$ cat config.mk
export PLATFORM = sky130hd
export DESIGN_NAME = regfile_dump_ctrl
export DESIGN_NICKNAME = d
export VERILOG_FILES = /design/src/rtl/regfile_dump_ctrl.sv
export SDC_FILE = /design/constraint.sdc
export NUM_CORES = 1
export LEC_CHECK = 0
export ABC_CLOCK_PERIOD_IN_PS = 5300
export BUFFER_PORTS_ARGS = -buffer_cell sky130_fd_sc_hd__buf_2
export CAP_MARGIN = 0
export CORE_ASPECT_RATIO = 0.5
export CORE_UTILIZATION = 35
export DETAILED_ROUTE_END_ITERATION = 10
export GPL_TIMING_DRIVEN = 0
export RECOVER_POWER = 100
export SLEW_MARGIN = 20
export SYNTH_ARGS = -nofsm -noshare
export SYNTH_HDL_FRONTEND = slang
export SYNTH_SLANG_ARGS = --single-unit
$ cat constraint.sdc
create_clock -name clk -period 5.3 [get_ports clk]
set_input_delay 0.265 -clock clk [delete_from_list [all_inputs] [get_ports clk]]
set_output_delay 0.265 -clock clk [all_outputs]
set_load 0.005 [all_outputs]
$ cat src/rtl/regfile_dump_ctrl.sv
// rtl/regfile_dump_ctrl.sv - debug dump of the register file over a byte stream
// Walks every register via read port 1 and emits each word as 4 bytes, LSB first.
module regfile_dump_ctrl #(
  parameter int REG_ADDRS_BITS = 5,
  parameter int PROC_BITS      = 32,
  parameter int REG_COUNT      = 2**REG_ADDRS_BITS
) (
  input  logic                      clk,
  input  logic                      rst,
  input  logic                      i_start,
  input  logic [REG_ADDRS_BITS-1:0] i_pipe_read_register_1,
  input  logic [REG_ADDRS_BITS-1:0] i_pipe_read_register_2,
  output logic [REG_ADDRS_BITS-1:0] o_read_register_1,
  output logic [REG_ADDRS_BITS-1:0] o_read_register_2,
  input  logic [PROC_BITS-1:0]      i_read_data_1,
  output logic                      o_busy,
  output logic [7:0]                o_tx_data,
  output logic                      o_tx_valid,
  input  logic                      i_tx_ready,
  output logic                      o_done
);

  typedef enum logic [2:0] {
    ST_IDLE,
    ST_ADDR,
    ST_WAIT,
    ST_SEND,
    ST_DONE
  } state_t;

  localparam logic [REG_ADDRS_BITS-1:0] LAST_INDEX = REG_ADDRS_BITS'(REG_COUNT - 1);

  state_t                    state_q, state_d;
  logic [REG_ADDRS_BITS-1:0] index_q, index_d;
  logic [1:0]                byte_idx_q, byte_idx_d;
  logic [PROC_BITS-1:0]      word_buf_q, word_buf_d;

  always_ff @(posedge clk) begin
    if (rst) begin
      state_q    <= ST_IDLE;
      index_q    <= '0;
      byte_idx_q <= '0;
      word_buf_q <= '0;
    end else begin
      state_q    <= state_d;
      index_q    <= index_d;
      byte_idx_q <= byte_idx_d;
      word_buf_q <= word_buf_d;
    end
  end

  always_comb begin
    state_d    = state_q;
    index_d    = index_q;
    byte_idx_d = byte_idx_q;
    word_buf_d = word_buf_q;

    case (state_q)
      ST_IDLE: begin
        if (i_start) begin
          state_d    = ST_ADDR;
          index_d    = '0;
          byte_idx_d = '0;
        end
      end
      ST_ADDR: state_d = ST_WAIT;
      ST_WAIT: begin
        // Register file answers one cycle after the ADDR edge.
        word_buf_d = i_read_data_1;
        state_d    = ST_SEND;
      end
      ST_SEND: begin
        if (i_tx_ready) begin
          if (byte_idx_q != 2'd3) begin
            byte_idx_d = byte_idx_q + 2'd1;
          end else if (index_q == LAST_INDEX) begin
            state_d = ST_DONE;
          end else begin
            index_d    = index_q + 1'b1;
            byte_idx_d = '0;
            state_d    = ST_ADDR;
          end
        end
      end
      ST_DONE: state_d = ST_IDLE;
      default: state_d = ST_IDLE;
    endcase
  end

  always_comb begin
    o_busy            = (state_q != ST_IDLE);
    o_tx_valid        = (state_q == ST_SEND);
    o_done            = (state_q == ST_DONE);
    o_tx_data         = '0;
    o_read_register_1 = index_q;
    o_read_register_2 = index_q;
    if (state_q == ST_SEND) begin
      o_tx_data = word_buf_q[{byte_idx_q, 3'b000} +: 8];
    end
    // Only the idle address path is combinational from inputs.
    if (state_q == ST_IDLE) begin
      o_read_register_1 = i_pipe_read_register_1;
      o_read_register_2 = i_pipe_read_register_2;
    end
  end

endmodule

==> flow_metrics.env, run 1 <==
export IMPL_crit_chain="clkbuf_1, nand3b_1, inv_1, clkbuf_1, and2_0, buf_2"
export IMPL_fmax_mhz=428
export IMPL_synth_top_area_cell="dfxtp_1"
export IMPL_rsz0062_at_grt="false"
export IMPL_die_w_um=110
export IMPL_hold_class="primary input to register"
export IMPL_worstPathMaxFanout=10
export IMPL_antenna_found_initial=0
export IMPL_io_buffers=65
export IMPL_rr_startpoint="index_q[0]"
export IMPL_cts_made_buffers=5
export IMPL_synth_edf_count=0
export IMPL_initial_core_util=0.369
export IMPL_gr_usage_all_layers=0.168
export IMPL_finalCritPeriodShare=0.440
export IMPL_p_per_area_mw_per_mm2=287
export IMPL_netlist_instances=250
export IMPL_antenna_left=0
export IMPL_hold_start="i_read_data_1[30]"
export IMPL_io_pins=67
export IMPL_drive_gt1_frac=0.266
export IMPL_clk_pin_slew_ns=0.06
export IMPL_postSynth_asyncResetShare=0
export IMPL_setup_viol=0
export IMPL_final_cell_area_mm2=0.00258
export IMPL_cts_tree="done"
export IMPL_synth_ff_type="dfxtp_1"
export IMPL_row_count=19
export IMPL_syn_nets=299
export IMPL_synth_cell_types=36
export IMPL_stdcell_count=396
export IMPL_ir_drop_mv=0.162
export IMPL_fp_coreArea_mm2=0.00559
export IMPL_yosysSeqAreaShare=0.408
export IMPL_fill_cells=566
export IMPL_regArea_um2=841
export IMPL_syn2layout_area_growth_pct=25.4
export IMPL_finalCriticalPeriod_ns=2.33
export IMPL_drt_iter0_drc=61
export IMPL_cts_setup_buffers=0
export IMPL_status="complete, no violations"
export IMPL_skew_ns=0.00283
export IMPL_synthesis_yosys_warnings=0
export IMPL_critPathArrivalTime_ns=2.07
export IMPL_slew_viol_final=0
export IMPL_post_route_util=0.462
export IMPL_multiInputGateArea_mm2=0.00109
export IMPL_place_area_mm2=0.00248
export IMPL_place_hpwl_mm=3.60
export IMPL_dieArea_mm2=0.00621
export IMPL_htreeDepth=2
export IMPL_critPathRequiredTime_ns=5.04
export IMPL_die_h_um=56.2
export IMPL_grt_pass1_vias=1827
export IMPL_end_kind="primary output"
export IMPL_clkLatencyLatePin_ns=0.28
export IMPL_cts_sinks=42
export IMPL_clockBufferDepth=2
export IMPL_cap_violations=0
export IMPL_syn_area_mm2=0.00206
export IMPL_synth_area_leaders="dfxtp_1 41%, nand2_1 16%, mux4_2 8.7%"
export IMPL_crit_start="state_q[1]"
export IMPL_cp_start_kind="register"
export IMPL_drtPass1Iterations=4
export IMPL_wirelength_mm=4.91
export IMPL_leakage_nw=1.09
export IMPL_holdBufCountCts=0
export IMPL_grt_max_degree=16
export IMPL_tightestPinTransition_ns=0.716
export IMPL_critPathKind="register to primary output"
export IMPL_viasPerCell=4.82
export IMPL_placedCellCount=388
export IMPL_nets=371
export IMPL_wire_per_inst_um=12.4
export IMPL_diodes=0
export IMPL_clockRootBuffer="clkbuf_16"
export IMPL_tns_ns=0
export IMPL_whs_ns=0.216
export IMPL_drc=0
export IMPL_grt_pass1_wl_mm=8.27
export IMPL_yosysTopAreaCellShare=0.408
export IMPL_slowest_stage="clkbuf_1"
export IMPL_crit_top_cell="clkbuf_1"
export IMPL_place_congestion=0.773
export IMPL_gr_total_overflow=0
export IMPL_timing_final_hold_violations=0
export IMPL_cpPeakStageDelay_ns=0.41
export IMPL_avgSynthCellArea_um2=8.24
export IMPL_cts_resized=0
export IMPL_synth_seq_cells=42
export IMPL_vias=1909
export IMPL_max_slew_margin=0.518
[per-stage QoR]
step | setup slack, ns | total power [mW]
3_3_place_gp | 3.43 | 0.446
2_1_floorplan | 3.54 | 0.407
6_report | 2.97 | 0.742
5_1_grt | 2.79 | 0.778
4_1_cts | 3.22 | 0.754
3_5_place_dp | 3.43 | 0.449
[cell families after synthesis]
family | synth area share
AO/OA/AOI/OAI | 0.122
multiplexers | 0.102
adder cells (fa/ha/maj) | 0.0182
buffers and inverters | 0.0498
AND/OR/NAND/NOR | 0.300
flip-flops | 0.408
[cell usage after synthesis, types with 2 or more instances]
| master | instances |
|---|---|
| clkbuf_1 | 9 |
| nor2b_1 | 2 |
| or4_1 | 2 |
| ha_1 | 3 |
| nand2_1 | 90 |
| buf_2 | 7 |
| and2_1 | 8 |
| dfxtp_1 | 42 |
| nand3_1 | 3 |
| nor3_1 | 3 |
| mux2i_1 | 3 |
| mux4_2 | 8 |
| nand2b_1 | 5 |
| o211ai_1 | 2 |
| nand3b_1 | 3 |
| o21ai_0 | 2 |
| a21oi_1 | 34 |
| inv_1 | 4 |
| nand4_1 | 3 |
[state kept, by name, indices dropped and copies added, names as in the netlist]
| signal | flops |
|---|---|
| byte_idx_q | 2 |
| index_q | 5 |
| state_q | 3 |
| word_buf_q | 32 |
[report_power, final]
group          switching [mW]  internal, mW
logic                  0.0554        0.0440
registers             0.00680         0.330
clock network           0.129         0.176
total                   0.191         0.550
[path summary, 6_finish.rpt]
path	endpoint	slack (ns)	depth (start not counted)
hold reg to reg	word_buf_q[20]	0.45	2
setup / recovery	o_tx_data[0]	2.97	6
hold / removal	word_buf_q[30]	0.22	3
setup reg to reg	index_q[3]	3.35	5
[cells in the final DEF, fill, tap and decap left out, types with 2 or more instances in the layout]
cell type,n
and2_1,4
inv_1,4
ha_1,3
o211ai_1,2
buf_2,63
a21oi_1,34
clkbuf_1,17
nand2_1,90
clkbuf_16,5
and2_0,4
mux4_2,8
nor2b_1,2
dfxtp_1,42
nand3_1,3
nand3b_1,4
nand4_1,3
or4_1,2
o21ai_0,2
nand2b_1,5
clkinvlp_4,2
clkbuf_2,2
nor3_1,3
mux2i_1,3
[worst max-delay path: cells and delay by family (launching register included)]
family        cells  cell delay (ns)
buf+inv           4             1.01
simple gates      2             0.47
flops             1             0.30
[metal layers]
metal	GRT usage	part of all wire	up-vias
met5	0	0	-
met4	0.0400	0.0057	0
met3	0.0392	0.057	5
met2	0.286	0.46	56
met1	0.217	0.48	860
li1	-	-	988
[cell type report]
cell class	count	area share
tap	73	0.0354
multi-input combinational	186	0.422
buffer	18	0.0296
inverter	4	0.00581
clock buffer	5	0.0484
clock inverter	3	0.00921
timing repair buffer	65	0.124
sequential	42	0.326
(Power assumes the default switching activity.)
==> run 2, diff against run 1 <==
--- a/config.mk
+++ b/config.mk
@@ -5,7 +5,7 @@
 export SDC_FILE = /design/constraint.sdc
 export NUM_CORES = 1
 export LEC_CHECK = 0
-export ABC_CLOCK_PERIOD_IN_PS = 5300
+export ABC_CLOCK_PERIOD_IN_PS = 2100
 export BUFFER_PORTS_ARGS = -buffer_cell sky130_fd_sc_hd__buf_2
 export CAP_MARGIN = 0
 export CORE_ASPECT_RATIO = 0.5
==> constraint.sdc (replaced) <==
create_clock -name clk -period 2.1 [get_ports clk]
set_input_delay 0.105 -clock clk [delete_from_list [all_inputs] [get_ports clk]]
set_output_delay 0.105 -clock clk [all_outputs]
set_load 0.005 [all_outputs]
==> flow_metrics.env, run 2 (same netlist as run 1, synthesis figures left out) <==
export IMPL_skew_ns=0.00334
export IMPL_place_congestion=0.773
export IMPL_crit_chain="ha_1, and3_1, ha_1, o31ai_1, o211ai_1"
export IMPL_diodes=0
export IMPL_final_common_cell="nand2_1"
export IMPL_drc=0
export IMPL_crit_buf_inv=0
export IMPL_cts_made_buffers=5
export IMPL_antenna_found_initial=0
export IMPL_crit_cells=5
export IMPL_largest_register_ffs=32
export IMPL_gr_usage_all_layers=0.168
export IMPL_die_w_um=110
export IMPL_power_frac_comb=0.137
export IMPL_crit_top_cell="ha_1"
export IMPL_io_pins=67
export IMPL_antenna_left=0
export IMPL_viasPerCell=4.83
export IMPL_cts_setup_buffers=0
export IMPL_fill_cells=562
export IMPL_drt_iter0_drc=65
export IMPL_post_route_util=0.466
export IMPL_grt_pass1_wl_mm=8.27
export IMPL_slowest_stage="o31ai_1"
export IMPL_p_per_area_mw_per_mm2=721
export IMPL_setup_slack_ns=0.162
export IMPL_nets=371
export IMPL_timing_rr_end="index_q[3]"
export IMPL_place_hpwl_mm=3.60
export IMPL_multiInputGateArea_mm2=0.00110
export IMPL_hold_class="primary input to register"
export IMPL_setup_viol=0
export IMPL_holdBufCountCts=0
export IMPL_tns_ns=0
export IMPL_rr_worst_depth=5
export IMPL_die_h_um=56.2
export IMPL_dieArea_mm2=0.00621
export IMPL_stdcell_count=396
export IMPL_clockBufferDepth=2
export IMPL_wirelength_mm=4.94
export IMPL_critPathKind="register to register"
export IMPL_dp_worst_setup_slack_ns=0.227
export IMPL_finalCritPeriodShare=0.923
export IMPL_row_count=19
export IMPL_reg_top3="word_buf_q x32, index_q x5, state_q x3"
export IMPL_htreeDepth=2
export IMPL_whs_path_depth=3
export IMPL_regMostFlops="word_buf_q"
export IMPL_vias=1912
export IMPL_power_switching_mw=0.485
export IMPL_totalPowerFinal_mw=1.88
export IMPL_worstPathMaxFanout=5
export IMPL_final_cell_area_mm2=0.00260
export IMPL_leakage_nw=1.12
export IMPL_whs_ns=0.0561
export IMPL_critPathRequiredTime_ns=2.24
export IMPL_timing_final_hold_violations=0
export IMPL_finalCriticalPeriod_ns=1.94
export IMPL_slew_viol_final=0
export IMPL_tightestPinTransition_ns=0.704
export IMPL_end_kind="register"
export IMPL_ir_drop_mv=0.409
export IMPL_fp_coreArea_mm2=0.00559
export IMPL_rr_startpoint="index_q[0]"
export IMPL_io_buffers=65
export IMPL_cp_start_kind="register"
export IMPL_crit_end="index_q[3]"
export IMPL_grt_pass1_vias=1827
export IMPL_p_sw_frac=0.258
export IMPL_clk_pin_slew_ns=0.06
export IMPL_wire_per_inst_um=12.5
export IMPL_drtPass1Iterations=5
export IMPL_crit_start="index_q[0]"
export IMPL_cpPeakStageDelay_ns=0.64
export IMPL_syn2layout_area_growth_pct=26.4
export IMPL_cts_sinks=42
export IMPL_placedCellCount=388
export IMPL_layout_common_cells="90 x nand2_1, 63 x buf_2, 42 x dfxtp_1"
export IMPL_status="complete, no violations"
export IMPL_r2r_setup_slack_ns=0.16
export IMPL_cts_tree="done"
export IMPL_p_seq_frac=0.453
export IMPL_clkLatencyLatePin_ns=0.28
export IMPL_p_int_mw=1.39
export IMPL_fmax_mhz=516
export IMPL_critPathArrivalTime_ns=2.08
export IMPL_max_slew_margin=0.526
export IMPL_rsz0062_at_grt="false"
export IMPL_gr_total_overflow=0
export IMPL_cts_resized=0
export IMPL_cap_violations=0
export IMPL_grt_max_degree=16
export IMPL_initial_core_util=0.369
export IMPL_regArea_um2=841
export IMPL_clkPwrFrac=0.410
export IMPL_drive_gt1_frac=0.272
export IMPL_place_area_mm2=0.00248
export IMPL_clockRootBuffer="clkbuf_16"
export IMPL_crit_family="compound AO/OA/AOI/OAI gates"
-- run 2: metal layers --
layer | track usage | wire (µm) | up-vias
met5 | 0 | 0 | -
met4 | 0.0400 | 28 | 0
met1 | 0.217 | 2360 | 866
li1 | - | - | 988
met3 | 0.0392 | 272 | 5
met2 | 0.286 | 2280 | 53
-- run 2: final cells by class --
type                       instances  area share
buffer                            18      0.0322
clock buffer                       5      0.0481
clock inverter                     3     0.00913
inverter                           4     0.00577
multi-input combinational        186       0.424
sequential                        42       0.323
tap                               73      0.0351
timing repair buffer              65       0.123
-- run 2: power groups by stage --
stage | logic [mW] | registers, mW | clock network [mW]
3_3_place_gp | 0.257 | 0.868 | 0
6_report | 0.256 | 0.851 | 0.769
2_1_floorplan | 0.163 | 0.863 | 0
4_1_cts | 0.264 | 0.851 | 0.787
3_5_place_dp | 0.263 | 0.869 | 0
5_1_grt | 0.288 | 0.855 | 0.825
-- run 2: worst min path at each step --
stage,startpoint,endpoint,slack (ns)
finish,i_read_data_1[30],word_buf_q[30],0.06
global route,i_read_data_1[30],word_buf_q[30],0.05
CTS,i_read_data_1[30],word_buf_q[30],0.05
detailed placement,i_read_data_1[30],word_buf_q[30],0.35
global placement,i_read_data_1[16],word_buf_q[16],0.35
floorplan,i_read_data_1[0],word_buf_q[0],0.24
-- run 2: worst reg2reg max path, stage by stage, from the launching register on --
cell,delay (ns)
dfxtp_1,0.35
ha_1,0.22
and3_1,0.18
ha_1,0.23
o31ai_1,0.64
o211ai_1,0.18
